<file path="src/rtl/id_ex_stage_reg.sv">
// ID/EX pipeline register of the RV32I core: captures decode operands and control,
// inserts a bubble on load-use hazards, honours hold/flush, and counts hazard bubbles.
`default_nettype none

module id_ex_stage_reg #(
  parameter int XLEN  = 32,
  parameter int CNT_W = 16
) (
  input  logic             clk_i,
  input  logic             rst_i,
  input  logic             id_valid_i,
  input  logic [XLEN-1:0]  id_pc_i,
  input  logic [31:0]      id_ir_i,
  input  logic [XLEN-1:0]  id_rs1_data_i,
  input  logic [XLEN-1:0]  id_rs2_data_i,
  input  logic [XLEN-1:0]  id_imm_i,
  input  logic             id_reg_write_i,
  input  logic             id_mem_we2_i,
  input  logic             id_mem_rden2_i,
  input  logic [3:0]       id_alu_fun_i,
  input  logic             id_alu_srca_i,
  input  logic [1:0]       id_alu_srcb_i,
  input  logic [1:0]       id_rf_wr_sel_i,
  input  logic             hold_i,
  input  logic             flush_i,
  output logic             ex_valid_o,
  output logic [XLEN-1:0]  ex_pc_o,
  output logic [XLEN-1:0]  ex_rs1_data_o,
  output logic [XLEN-1:0]  ex_rs2_data_o,
  output logic [XLEN-1:0]  ex_imm_o,
  output logic [4:0]       ex_rd_o,
  output logic [4:0]       ex_rs1_o,
  output logic [4:0]       ex_rs2_o,
  output logic [6:0]       ex_opcode_o,
  output logic [2:0]       ex_funct3_o,
  output logic             ex_reg_write_o,
  output logic             ex_mem_we2_o,
  output logic             ex_mem_rden2_o,
  output logic [3:0]       ex_alu_fun_o,
  output logic             ex_alu_srca_o,
  output logic [1:0]       ex_alu_srcb_o,
  output logic [1:0]       ex_rf_wr_sel_o,
  output logic             stall_id_o,
  output logic [CNT_W-1:0] bubble_cnt_o
);

  localparam logic [6:0] OP_LUI    = 7'b0110111;
  localparam logic [6:0] OP_AUIPC  = 7'b0010111;
  localparam logic [6:0] OP_JAL    = 7'b1101111;
  localparam logic [6:0] OP_R      = 7'b0110011;
  localparam logic [6:0] OP_STORE  = 7'b0100011;
  localparam logic [6:0] OP_BRANCH = 7'b1100011;

  logic             valid_q,  valid_d;
  logic [XLEN-1:0]  pc_q,     pc_d;
  logic [XLEN-1:0]  rs1d_q,   rs1d_d;
  logic [XLEN-1:0]  rs2d_q,   rs2d_d;
  logic [XLEN-1:0]  imm_q,    imm_d;
  logic [24:0]      ir_q,     ir_d;
  logic             rw_q,     rw_d;
  logic             we_q,     we_d;
  logic             re_q,     re_d;
  logic [3:0]       fun_q,    fun_d;
  logic             srca_q,   srca_d;
  logic [1:0]       srcb_q,   srcb_d;
  logic [1:0]       sel_q,    sel_d;
  logic [CNT_W-1:0] cnt_q,    cnt_d;

  logic       rs1_used;
  logic       rs2_used;
  logic       haz;
  logic [6:0] id_op;
  logic       unused_ir_hi;

  assign id_op        = id_ir_i[6:0];
  assign unused_ir_hi = ^id_ir_i[31:25];

  assign rs1_used = (id_op != OP_LUI) && (id_op != OP_AUIPC) && (id_op != OP_JAL);
  assign rs2_used = (id_op == OP_R) || (id_op == OP_STORE) || (id_op == OP_BRANCH);

  assign haz = id_valid_i && valid_q && re_q && (ir_q[11:7] != 5'd0) &&
               ((rs1_used && (ir_q[11:7] == id_ir_i[19:15])) ||
                (rs2_used && (ir_q[11:7] == id_ir_i[24:20])));

  // A flushed ID instruction is squashed upstream, so it must not be frozen.
  assign stall_id_o = !flush_i && (hold_i || haz);

  always_comb begin
    valid_d = valid_q;
    pc_d    = pc_q;
    rs1d_d  = rs1d_q;
    rs2d_d  = rs2d_q;
    imm_d   = imm_q;
    ir_d    = ir_q;
    rw_d    = rw_q;
    we_d    = we_q;
    re_d    = re_q;
    fun_d   = fun_q;
    srca_d  = srca_q;
    srcb_d  = srcb_q;
    sel_d   = sel_q;
    cnt_d   = cnt_q;

    if (flush_i || (!hold_i && haz)) begin
      valid_d = 1'b0;
      pc_d    = '0;
      rs1d_d  = '0;
      rs2d_d  = '0;
      imm_d   = '0;
      ir_d    = '0;
      rw_d    = 1'b0;
      we_d    = 1'b0;
      re_d    = 1'b0;
      fun_d   = '0;
      srca_d  = 1'b0;
      srcb_d  = '0;
      sel_d   = '0;
      if (!flush_i && (cnt_q != {CNT_W{1'b1}})) begin
        cnt_d = cnt_q + 1'b1;
      end
    end else if (!hold_i) begin
      valid_d = id_valid_i;
      pc_d    = id_pc_i;
      rs1d_d  = id_rs1_data_i;
      rs2d_d  = id_rs2_data_i;
      imm_d   = id_imm_i;
      ir_d    = id_ir_i[24:0];
      // Control of an empty decode slot is zeroed so it can never write anything.
      rw_d    = id_valid_i & id_reg_write_i;
      we_d    = id_valid_i & id_mem_we2_i;
      re_d    = id_valid_i & id_mem_rden2_i;
      fun_d   = id_valid_i ? id_alu_fun_i   : 4'd0;
      srca_d  = id_valid_i & id_alu_srca_i;
      srcb_d  = id_valid_i ? id_alu_srcb_i  : 2'd0;
      sel_d   = id_valid_i ? id_rf_wr_sel_i : 2'd0;
    end
  end

  always_ff @(posedge clk_i or posedge rst_i) begin
    if (rst_i) begin
      valid_q <= 1'b0;
      pc_q    <= '0;
      rs1d_q  <= '0;
      rs2d_q  <= '0;
      imm_q   <= '0;
      ir_q    <= '0;
      rw_q    <= 1'b0;
      we_q    <= 1'b0;
      re_q    <= 1'b0;
      fun_q   <= '0;
      srca_q  <= 1'b0;
      srcb_q  <= '0;
      sel_q   <= '0;
      cnt_q   <= '0;
    end else begin
      valid_q <= valid_d;
      pc_q    <= pc_d;
      rs1d_q  <= rs1d_d;
      rs2d_q  <= rs2d_d;
      imm_q   <= imm_d;
      ir_q    <= ir_d;
      rw_q    <= rw_d;
      we_q    <= we_d;
      re_q    <= re_d;
      fun_q   <= fun_d;
      srca_q  <= srca_d;
      srcb_q  <= srcb_d;
      sel_q   <= sel_d;
      cnt_q   <= cnt_d;
    end
  end

  assign ex_valid_o     = valid_q;
  assign ex_pc_o        = pc_q;
  assign ex_rs1_data_o  = rs1d_q;
  assign ex_rs2_data_o  = rs2d_q;
  assign ex_imm_o       = imm_q;
  assign ex_rd_o        = ir_q[11:7];
  assign ex_rs1_o       = ir_q[19:15];
  assign ex_rs2_o       = ir_q[24:20];
  assign ex_opcode_o    = ir_q[6:0];
  assign ex_funct3_o    = ir_q[14:12];
  assign ex_reg_write_o = rw_q;
  assign ex_mem_we2_o   = we_q;
  assign ex_mem_rden2_o = re_q;
  assign ex_alu_fun_o   = fun_q;
  assign ex_alu_srca_o  = srca_q;
  assign ex_alu_srcb_o  = srcb_q;
  assign ex_rf_wr_sel_o = sel_q;
  assign bubble_cnt_o   = cnt_q;

endmodule

`default_nettype wire
</file>
<file path="config.mk">
export PLATFORM = sky130hd
export DESIGN_NAME = id_ex_stage_reg
export DESIGN_NICKNAME = d
export VERILOG_FILES = /design/src/rtl/id_ex_stage_reg.sv
export SDC_FILE = /design/constraint.sdc
export NUM_CORES = 1
export LEC_CHECK = 0
export BUFFER_PORTS_ARGS = -buffer_cell sky130_fd_sc_hd__buf_4
export CORE_MARGIN = 5
export CORE_UTILIZATION = 35
export CTS_CLUSTER_SIZE = 10
export DETAILED_ROUTE_END_ITERATION = 10
export HOLD_SLACK_MARGIN = 0.06
export PLACE_DENSITY = 0.66
export SLEW_MARGIN = 10
export SYNTH_ARGS = -nofsm -noshare
export SYNTH_HDL_FRONTEND = slang
export SYNTH_SLANG_ARGS = --single-unit
</file>
<file path="constraint.sdc">
create_clock -name clk_i -period 7.8 [get_ports clk_i]
set_input_delay 1.17 -clock clk_i [delete_from_list [all_inputs] [get_ports clk_i]]
set_output_delay 1.17 -clock clk_i [all_outputs]
set_load 0.005 [all_outputs]
</file>
# Word level (Yosys, flattened, before mapping)
# Cells that the tools add are included.
# totals
reg_bits	182
latchBits	0
ram_bits	0
rom_bits	0
elab_cells	78
mem_count	0
# op_classes
add_sub_neg	1
multipliers	0
div_mod_pow	0
magnitude_cmp	0
eq_ne	10
n_shift	0
mux	29
bitwise_logic	4
reduce_logical	20
# ops
operator	n
$mux W32	8
$mux W25	2
$add A16 B1 Y16 const B	1
$ne A16 B16 Y1 const B	1
$eq A7 B6 Y1 const B	2
$mux W2	6
$mux W4	3
$logic_and A1 B1 Y1	11
$eq A5 B5 Y1	2
$mux W1	10
$eq A7 B7 Y1 const B	1
$ne A7 B5 Y1 const B	1
$ne A7 B6 Y1 const B	1
$ne A7 B7 Y1 const B	1
$logic_or A1 B1 Y1	5
$reduce_bool A5 Y1	1
$and A1 B1 Y1	4
$logic_not A1 Y1	2
$ne A2 B1 Y1 const B	1
$reduce_and A2 Y1	1

# Longest topological paths before layout
# logic_depth
word_depth	9
depth_mapped	8
ltp_nobuf	7

# Least setup slack after synthesis
# Ideal clock, no wire load.
# synth_path
path_kind	input -> output
startpoint	in id_ir_i[6]
endpoint	out stall_id_o
arrival_time_ns	2.119
slack_ns	4.511
path_stages	7
n_path_buf	1
cell_sequence	and3_1 o2111ai_1 nand4_1 nand2_1 buf_2 nor2_1 nor2_1
# synth_via
elab_chain_cells	8
word_cells_on_any_way	16
classes_between	eq/ne (6); reduce/logical (10)
# synth_lines
item	line	text
from (decl)	13	input logic [31:0] id_ir_i,
$ne A7 B6 Y1, or another cell as far along	78	assign rs1_used = (id_op != OP_LUI) && (id_op != OP_AUIPC) && (id_op != OP_JAL);
$logic_and A1 B1 Y1 / $logic_or A1 B1 Y1 (equally long branches) (2 in series)	78, 79	
$logic_and A1 B1 Y1 (on tied branches)	82, 83	
$logic_or A1 B1 Y1 (*)	82	((rs1_used && (ir_q[11:7] == id_ir_i[19:15])) ||
$logic_and A1 B1 Y1 (*)	81	assign haz = id_valid_i && valid_q && re_q && (ir_q[11:7] != 5'd0) &&
$logic_or A1 B1 Y1 (*)	86	assign stall_id_o = !flush_i && (hold_i || haz);
$logic_and A1 B1 Y1 (*)	86	
to (decl)	43	output logic stall_id_o,
# Every way passes the cells marked *; elsewhere a longest branch is shown, timed or not.

# Worst setup path in the final report
# Ends and elaborated chain as after synthesis.

==> results.py <==
metrics = {
    "grt": {
        "grt_pass1_vias": 5534,
        "grt_pass1_wl_um": 31500,
        "antenna_found_initial": 0,
        "grt_overflow": 0,
        "grt_max_degree": 87,
        "grtUsageTotal": 0.179,
    },
    "placement": {
        "globalplace.congestion": 0.781,
        "post-dp-hpwl_um": 14800,
        "port_buffers": 352,
    },
    "clocking": {
        "cts_resized": 0,
        "cts_sinks": 182,
        "postCtsHoldBufs": 0,
        "clk_pin_slew_worst_paths_ns": 0.07,
        "cts_setup_buffers": 0,
        "cts_tree": "yes",
        "worstSkewPairLatency_ns": 0.42,
        "clockRootBuffer": "clkbuf_16",
        "h-tree-depth": 4,
        "clockBufferDepth": 2,
        "cts_buffers": 17,
    },
    "yosys": {
        "synth_seq_cells": 182,
        "synthCells": 477,
        "ys_types": 27,
        "synth_flop_cell": "dfrtp_1",
        "ys_warn_count": 0,
        "synth_nets": 655,
        "async_reset_ff_frac": 1.00,
        "syn_area_mm2": 0.00684,
        "yosysSeqAreaShare": 0.666,
        "avgSynthCellArea_um2": 14.3,
        "synth_edf_count": 0,
    },
    "sta": {
        "hold_viol_final": 0,
        "rsz0062_at_grt": "false",
        "tns_ns": 0,
        "setup_viol_count_final": 0,
        "max_slew_margin": 0.347,
        "report.final.slew_viol_count": 0,
        "fmax_mhz": 267,
        "skew_ns": 0.00945,
        "min_period_ns": 3.74,
        "fin_crit_sh": 0.479,
        "worst_pin_slew_ns": 0.979,
    },
    "floorplan": {
        "die_h_um": 150,
        "start_util": 0.354,
        "rows": 51,
        "dieArea_mm2": 0.0224,
        "pin_count": 360,
        "core-area_mm2": 0.0193,
        "die_w_um": 150,
    },
    "worst_setup_path": {
        "crit_arrival_ns": 2.57,
        "worst-path-max-fanout": 16,
        "critical_path_class": "in -> out",
        "reg2reg_from": "ir_q[8]",
        "worstSetupStartpointType": "input port",
        "end_kind": "output port",
        "reg2regPathDepth": 6,
        "ff2ff_setup_slack_ns": 4.92,
        "required_ns": 6.63,
        "rr_endpoint": "ex_pc_o[4]",
    },
    "layout": {
        "drive_above_1_share": 0.478,
        "fin_nets": 993,
        "antenna_cells": 0,
        "layout_common_cells": "buf_4 (357), dfrtp_1 (182), a22o_1 (165)",
        "utilization": 0.531,
        "final_common_cell": "buf_4",
        "area_growth_pct": 50.1,
    },
    "hold_path": {
        "hp-start": "bubble_cnt_o[12]",
        "hold_path_class": "reg -> reg",
        "hold_end": "bubble_cnt_o[12]",
        "whs_path_depth": 1,
    },
    "detailed_routing": {
        "drc": 0,
        "drt-total-wl_um": 20800,
        "vias": 5435,
        "ant_nets": 0,
        "routed_via_density": 4.98,
        "dr.pass1.iters": 4,
        "drt_iter0_markers": 251,
        "avgRoutedWirePerCell_um": 19.1,
    },
    "status": {
        "status": "finished clean",
    },
    "pwr": {
        "p_total_mw": 2.20,
        "ir_drop_v": 0.000140,
        "powerDensity_mw_per_mm2": 214,
        "power_leakage_nw": 5.42,
    },
    "run": {
        "cap_violations": 0,
    },
}
==> stage by stage <==
stage | hold WS [ns] | cells | area, µm² | setup slack (ns)
global route | 0.505 | 1092 | 10300 | 3.90
CTS | 0.496 | 1092 | 10300 | 4.03
global placement | 0.484 | 1061 | 9640 | 4.05
detailed placement | 0.485 | 1061 | 9640 | 4.03
floorplan | 0.481 | 477 | 6840 | 1.69
finish | 0.492 | 1092 | 10300 | 4.06
==> Yosys cell counts (2+ instances only) <==
cell      count  area share
nand4_1      11       0.010
nor2_1       10      0.0055
buf_2        10      0.0073
buf_6        10       0.016
a22o_1      165        0.21
and3_1        8      0.0073
nand3_1      12      0.0088
xor2_1       11       0.014
clkbuf_1     18      0.0099
dfrtp_1     182        0.67
nor3_1        6      0.0044
and4_1        2      0.0026
xnor2_1      14       0.018
inv_1         2      0.0011
nand2_1       2      0.0011
and2_1        3      0.0027
==> where the power goes <==
group / internal (mW) / total, mW / switching [mW]
clock: 0.550 / 0.923 / 0.373
sequential: 0.990 / 1.02 / 0.0281
combinational: 0.149 / 0.256 / 0.107
total: 1.69 / 2.20 / 0.508
==> registers in the layout, summed over array words and instances (netlist names), 2 cells and up <==
register,flops
bubble_cnt_o,16
ex_alu_fun_o,4
ex_alu_srcb_o,2
ex_imm_o,32
ex_pc_o,32
ex_rf_wr_sel_o,2
ex_rs1_data_o,32
ex_rs2_data_o,32
ir_q,25
==> cell families (layout without fill, tap and decap cells) <==
logic type / Yosys count / after routing / share of synthesized area
compound gates: 168 / 168 / 0.214
simple gates: 60 / 60 / 0.0499
fa+ha+maj: 1 / 1 / 0.00183
mux: 1 / 1 / 0.00165
flops: 182 / 182 / 0.666
xor+xnor: 25 / 25 / 0.0320
buf+inv: 40 / 390 / 0.0347
==> worst max-delay path by stage <==
stage | cells past startpoint | end | startpoint | slack, ns
after detailed placement | 7 | ex_imm_o[31] | id_ir_i[3] | 4.03
after CTS | 8 | stall_id_o | id_ir_i[6] | 4.03
after global placement | 8 | stall_id_o | id_ir_i[6] | 4.05
final | 8 | stall_id_o | id_ir_i[6] | 4.06
after global routing | 8 | stall_id_o | id_ir_i[6] | 3.90
after floorplan | 1 | bubble_cnt_o[0] | rst_i | 1.69
==> critical path: stages <==
cell and delay [ns]:
buf_4 0.12, and3_1 0.17, o2111ai_1 0.21, nand4_1 0.17
nand2_1 0.42, nor2_1 0.08, nor2_1 0.11, buf_4 0.12
==> metal layers <==
metal	wire (µm)	up-vias	track usage
met5	0	-	0
met4	248	0	0.0476
met2	10300	210	0.296
met1	8560	2710	0.227
li1	-	2498	-
met3	1770	17	0.0581
==> layout make-up <==
type                    instances  area (µm²)
clock inverters                12         188
well taps                     265         332
fillers                      1708        9060
multi-input cells             255        2060
repair buffers                357        2680
clock buffers                  19         443
flip-flops and latches        182        4550
inverters                       2        12.5
(Power assumes the default switching activity.)
